[src/rtl/ped_pkg.sv]
// rtl/ped_pkg.sv - shared lamp encodings and request-FSM state type
package ped_pkg;

   localparam logic [1:0] GREEN  = 2'd2;
   localparam logic [1:0] YELLOW = 2'd1;
   localparam logic [1:0] RED    = 2'd0;

   typedef enum logic [1:0] {
      IDLE     = 2'd0,
      PENDING  = 2'd1,
      WALK     = 2'd2,
      COOLDOWN = 2'd3
   } ped_state_t;

endpackage

[src/rtl/ped_debounce.sv]
// rtl/ped_debounce.sv - 2-flop synchronizer, level debounce and press pulse
module ped_debounce #(
   parameter int DEBOUNCE_CYCLES = 16
) (
   input  logic clock,
   input  logic clear_n,
   input  logic button_raw,
   output logic btn_db,
   output logic press
);

   localparam int            DW       = $clog2(DEBOUNCE_CYCLES + 1);
   localparam logic [DW-1:0] CNT_LAST = DW'(DEBOUNCE_CYCLES - 1);

   logic          s1_q, s2_q;
   logic          btn_db_q, btn_db_d;
   logic [DW-1:0] cnt_q, cnt_d;
   logic          accept;

   always_comb begin
      btn_db_d = btn_db_q;
      cnt_d    = '0;
      accept   = 1'b0;
      if (s2_q != btn_db_q) begin
         if (cnt_q == CNT_LAST) begin
            accept   = 1'b1;
            btn_db_d = s2_q;
         end else begin
            cnt_d = cnt_q + DW'(1);
         end
      end
   end

   always_ff @(posedge clock or negedge clear_n) begin
      if (!clear_n) begin
         s1_q     <= 1'b0;
         s2_q     <= 1'b0;
         btn_db_q <= 1'b0;
         cnt_q    <= '0;
      end else begin
         s1_q     <= button_raw;
         s2_q     <= s1_q;
         btn_db_q <= btn_db_d;
         cnt_q    <= cnt_d;
      end
   end

   // Pulse coincides with the edge that raises btn_db, so the FSM moves on that same edge.
   assign press  = accept & s2_q;
   assign btn_db = btn_db_q;

endmodule

[src/rtl/ped_request_ctrl.sv]
// rtl/ped_request_ctrl.sv - pedestrian request latch, walk hold and cooldown
module ped_request_ctrl
   import ped_pkg::*;
#(
   parameter int DEBOUNCE_CYCLES = 16,
   parameter int WALK_CYCLES     = 32,
   parameter int COOLDOWN_CYCLES = 64,
   parameter int CNT_W           = 8
) (
   input  logic       clock,
   input  logic       clear_n,
   input  logic       button_raw,
   input  logic [1:0] crossing,
   output logic       waiting,
   output logic       request_lamp,
   output logic [7:0] press_count
);

   localparam logic [CNT_W-1:0] WALK_LOAD = CNT_W'(WALK_CYCLES - 1);
   localparam logic [CNT_W-1:0] COOL_LOAD = CNT_W'(COOLDOWN_CYCLES - 1);

   ped_state_t       state_q, state_d;
   logic [CNT_W-1:0] timer_q, timer_d;
   logic             pend_flag_q, pend_flag_d;
   logic [7:0]       press_count_q, press_count_d;
   logic             count_inc;
   logic             pend_now;
   logic             btn_db;
   logic             press;

   ped_debounce #(
      .DEBOUNCE_CYCLES (DEBOUNCE_CYCLES)
   ) u_debounce (
      .clock      (clock),
      .clear_n    (clear_n),
      .button_raw (button_raw),
      .btn_db     (btn_db),
      .press      (press)
   );

   always_comb begin
      state_d     = state_q;
      timer_d     = timer_q;
      pend_flag_d = pend_flag_q;
      count_inc   = 1'b0;
      pend_now    = pend_flag_q;
      case (state_q)
         IDLE: begin
            if (press) begin
               state_d   = PENDING;
               count_inc = 1'b1;
            end
         end
         PENDING: begin
            if (crossing == GREEN) begin
               state_d = WALK;
               timer_d = WALK_LOAD;
            end
         end
         WALK: begin
            if (crossing != GREEN || timer_q == '0) begin
               state_d = COOLDOWN;
               timer_d = COOL_LOAD;
            end else begin
               timer_d = timer_q - CNT_W'(1);
            end
         end
         COOLDOWN: begin
            // Only the first press of a cooldown is queued and counted.
            if (press && !pend_flag_q) begin
               pend_now  = 1'b1;
               count_inc = 1'b1;
            end
            if (timer_q == '0) begin
               state_d     = pend_now ? PENDING : IDLE;
               pend_flag_d = 1'b0;
            end else begin
               timer_d     = timer_q - CNT_W'(1);
               pend_flag_d = pend_now;
            end
         end
         default: state_d = IDLE;
      endcase
      press_count_d = (count_inc && press_count_q != 8'hFF) ? press_count_q + 8'd1
                                                            : press_count_q;
   end

   always_ff @(posedge clock or negedge clear_n) begin
      if (!clear_n) begin
         state_q       <= IDLE;
         timer_q       <= '0;
         pend_flag_q   <= 1'b0;
         press_count_q <= 8'd0;
      end else begin
         state_q       <= state_d;
         timer_q       <= timer_d;
         pend_flag_q   <= pend_flag_d;
         press_count_q <= press_count_d;
      end
   end

   assign waiting      = (state_q == PENDING) || (state_q == WALK);
   assign request_lamp = (state_q == PENDING) || (state_q == COOLDOWN && pend_flag_q);
   assign press_count  = press_count_q;

   a_press_rising: assert property (@(posedge clock) disable iff (!clear_n) press |-> !btn_db);

endmodule
[config.mk]
export PLATFORM = sky130hd
export DESIGN_NAME = ped_request_ctrl
export DESIGN_NICKNAME = d
export VERILOG_FILES = /design/src/rtl/ped_pkg.sv /design/src/rtl/ped_debounce.sv /design/src/rtl/ped_request_ctrl.sv
export SDC_FILE = /design/constraint.sdc
export NUM_CORES = 1
export LEC_CHECK = 0
export BUFFER_PORTS_ARGS = -buffer_cell sky130_fd_sc_hd__buf_2
export CAP_MARGIN = 20
export CORE_MARGIN = 2
export CORE_UTILIZATION = 60
export DETAILED_ROUTE_END_ITERATION = 10
export PLACE_DENSITY = 0.92
export SLEW_MARGIN = 5
export SYNTH_ARGS = -nofsm -noshare
export SYNTH_HDL_FRONTEND = slang
export SYNTH_SLANG_ARGS = --single-unit
[constraint.sdc]
create_clock -name clock -period 5.5 [get_ports clock]
set_clock_uncertainty 0.15 [all_clocks]
set_input_delay 0.825 -clock clock [delete_from_list [all_inputs] [get_ports clock]]
set_output_delay 0.825 -clock clock [all_outputs]
set_load 0.05 [all_outputs]
==> flow_metrics.env <==
export IMPL_hold_depth=0
export IMPL_antenna_left=0
export IMPL_critPathCapture="request_lamp"
export IMPL_grt_setup_unrepaired="no"
export IMPL_path_cells="ha_1 -> a21o_1 -> buf_2"
export IMPL_grt_overflow=0
export IMPL_routed_wl_um=2660
export IMPL_ys_types=37
export IMPL_insertion_delay_ns=0.34
export IMPL_num_vias=1071
export IMPL_syn_area_per_cell_um2=10.7
export IMPL_track_usage_pct=23.1
export IMPL_ctsResizeCount=0
export IMPL_final_nets=166
export IMPL_root_buffer="clkbuf_4"
export IMPL_final_cells=179
export IMPL_reg2reg_depth=7
export IMPL_dpl_hpwl_um=2040
export IMPL_setup_worst_path_start="state_q[0]$_DFFE_PN0P_"
export IMPL_wire_per_inst_um=14.9
export IMPL_crit_path_max_fanout=9
export IMPL_postCtsHoldBufs=0
export IMPL_synth_edff_count=0
export IMPL_initialDrtViolationCount=9
export IMPL_rows=17
export IMPL_core_mm2=0.00223
export IMPL_tns_ns=0
export IMPL_switching_power_uw=275
export IMPL_hp_class="reg2reg"
export IMPL_swShare_pct=43.5
export IMPL_leakage_uw=0.000745
export IMPL_die_x_um=53.0
export IMPL_synth_cells=134
export IMPL_cts_tree="yes"
export IMPL_drc=0
export IMPL_viasPerCell=5.98
export IMPL_fin_crit_sh_pct=45.7
export IMPL_io_pins=15
export IMPL_maxCapViolCount=0
export IMPL_powerDensity_mw_per_mm2=402
export IMPL_dieArea_mm2=0.00281
export IMPL_rrSetupSlack_ns=3.27
export IMPL_yosys_area_top_type="dfrtp_1"
export IMPL_nFillCells=164
export IMPL_port_buffers=14
export IMPL_async_reset_ff_share_pct=100
export IMPL_dp_worst_setup_slack_ns=3.22
export IMPL_grt_max_degree=28
export IMPL_clkSlewWorstSetupHoldPaths_ns=0.15
export IMPL_worst_setup_path_end_kind="primary output"
export IMPL_grt_first_pass_wirelength_um=4530
export IMPL_timing_final_hold_violations=0
export IMPL_required_ns=4.53
export IMPL_timing_rr_end="state_q[0]$_DFFE_PN0P_"
export IMPL_p_int_uw=356
export IMPL_yosysWarningCount=0
export IMPL_fin_crit_ns=2.51
export IMPL_drive_above_1_share_pct=18.5
export IMPL_netlist_area_leader_share_pct=47.0
export IMPL_combPwrFrac_pct=46.5
export IMPL_cts_buffers_inserted=3
export IMPL_cpMaxStageDelayCell="dfrtp_1"
export IMPL_p_total_uw=631
export IMPL_cts_sinks=27
export IMPL_ys_flop_type="dfrtp_1"
export IMPL_synth_seq_cells=27
export IMPL_r2r_start="timer_q[0]$_DFFE_PN0P_"
export IMPL_htree_levels=1
export IMPL_antenna_found_initial=0
export IMPL_synth_area_mm2=0.00144
export IMPL_place_inst=175
export IMPL_gp_congestion=0.822
export IMPL_areaGrowthSynthToFinish_pct=9.04
export IMPL_clock_path_buffers=2
export IMPL_peakVddDrop_uv=486
export IMPL_maxSlewViolCount=0
export IMPL_start_util_pct=64.4
export IMPL_tightest_slew_ns=0.565
export IMPL_crit_type="reg2out"
export IMPL_dr_pass1_iters=5
export IMPL_layout_setup_ws_ns=2.99
export IMPL_clkPwrFrac_pct=14.4
export IMPL_fin_util_pct=70.3
export IMPL_synth_seq_area_share_pct=47.0
export IMPL_run_status="finished clean"
export IMPL_finalSetupViolCount=0
export IMPL_cp_start_kind="register"
export IMPL_die_h_um=53.0
export IMPL_power_frac_seq_pct=39.1
export IMPL_synthTopCellsByArea="dfrtp_1 47%, ha_1 7.8%, xnor2_1 4.9%"
export IMPL_cpPeakStageDelay_ns=0.44
export IMPL_grt_pass1_vias=1023
export IMPL_syn_nets=148
export IMPL_arrival_ns=1.54
export IMPL_slew_headroom_pct=62.4
export IMPL_cts_setup_buffers=0
export IMPL_fmax_mhz=398
export IMPL_diodes=0
[power by group through the flow]
stage,Clock (µW),Combinational (µW),Sequential (µW)
floorplan,0,236,244
global placement,0,276,249
detailed placement,0,290,250
CTS,91.4,291,246
global route,100,326,250
finish,91.1,293,247
[layout make-up]
| class | count | area [µm²] | share of cell area (%) |
|---|---|---|---|
| clock buffer | 3 | 22.5 | 1.44 |
| clock inverter | 1 | 7.51 | 0.478 |
| inverter | 7 | 26.3 | 1.67 |
| multi-input combinational | 99 | 732 | 46.7 |
| sequential | 27 | 676 | 43.1 |
| tap | 28 | 35.0 | 2.23 |
| timing repair buffer | 14 | 70.1 | 4.47 |
[through the flow]
| step | hold WS, ns | instance area (µm²) |
|---|---|---|
| 2_1_floorplan | 0.181 | 1440 |
| 3_3_place_gp | 0.186 | 1540 |
| 3_5_place_dp | 0.186 | 1540 |
| 4_1_cts | 0.220 | 1570 |
| 5_1_grt | 0.245 | 1570 |
| 6_report | 0.220 | 1570 |
[how the worst min path moves through the flow]
stage                           endpoint                 startpoint  slack [ns]
2_1_floorplan  u_debounce.s2_q$_DFF_PN0_  u_debounce.s1_q$_DFF_PN0_        0.18
3_3_place_gp   u_debounce.s2_q$_DFF_PN0_  u_debounce.s1_q$_DFF_PN0_        0.19
3_5_place_dp   u_debounce.s2_q$_DFF_PN0_  u_debounce.s1_q$_DFF_PN0_        0.19
4_1_cts        u_debounce.s2_q$_DFF_PN0_  u_debounce.s1_q$_DFF_PN0_        0.22
5_1_grt        u_debounce.s2_q$_DFF_PN0_  u_debounce.s1_q$_DFF_PN0_        0.24
6_report       u_debounce.s2_q$_DFF_PN0_  u_debounce.s1_q$_DFF_PN0_        0.22
[metal layers]
metal / vias up / share of wire [%] / GRT usage [%]
met2: 24 / 52 / 41.7
met3: 5 / 3.4 / 3.67
met1: 528 / 42 / 26.4
met5: - / 0 / 0
met4: 0 / 2.1 / 11.1
li1: 514 / - / -
[synthesized netlist by cell type, types with 3 or more instances]
| cell type | count |
|---|---|
| nor2_1 | 13 |
| a21o_1 | 3 |
| nand3_1 | 3 |
| a21oi_1 | 7 |
| and3_1 | 3 |
| xor2_1 | 3 |
| dfrtp_1 | 27 |
| ha_1 | 9 |
| mux2_2 | 5 |
| nand4_1 | 5 |
| nand2_1 | 11 |
| inv_1 | 7 |
| xnor2_1 | 8 |
[worst max-delay path: cells and delay by family, from the launching register on]
family,cells,cell delay (ns)
compound gates,1,0.15
fa+ha+maj,1,0.36
buf+inv,1,0.25
flops,1,0.44
[layout by cell type (no fill, tap or decap), types with 2 or more instances in the layout]
master / instances
dfrtp_1: 27
buf_2: 14
nor2_1: 13
nand2_1: 11
ha_1: 9
xnor2_1: 8
inv_1: 7
a21oi_1: 7
nand4_1: 5
mux2_2: 5
nand3_1: 3
a21o_1: 3
and3_1: 3
xor2_1: 3
clkbuf_4: 3
a31oi_1: 2
nor2b_1: 2
nor3_1: 2
nor3b_1: 2
nand2b_1: 2
o22a_1: 2
[flip-flops by register name, indices dropped and copies added, names as in the netlist]
| register | cells |
|---|---|
| press_count | 8 |
| timer_q | 8 |
| u_debounce.s2_q | 1 |
| u_debounce.btn_db | 1 |
| state_q | 2 |
| u_debounce.cnt_q | 5 |
| pend_flag_q | 1 |
| u_debounce.s1_q | 1 |
[kinds of logic after synthesis]
family / after synthesis / synth area share (%)
muxes: 5 / 3.91
buffers and inverters: 8 / 2.17
and+or+nand+nor: 51 / 19.9
adders and majority gates: 9 / 7.83
DFF: 27 / 47.0
xor gates and xnor gates: 11 / 6.70
AOI/OAI and AO/OA: 23 / 12.5
Note: power is estimated with default switching activity, not from simulation.
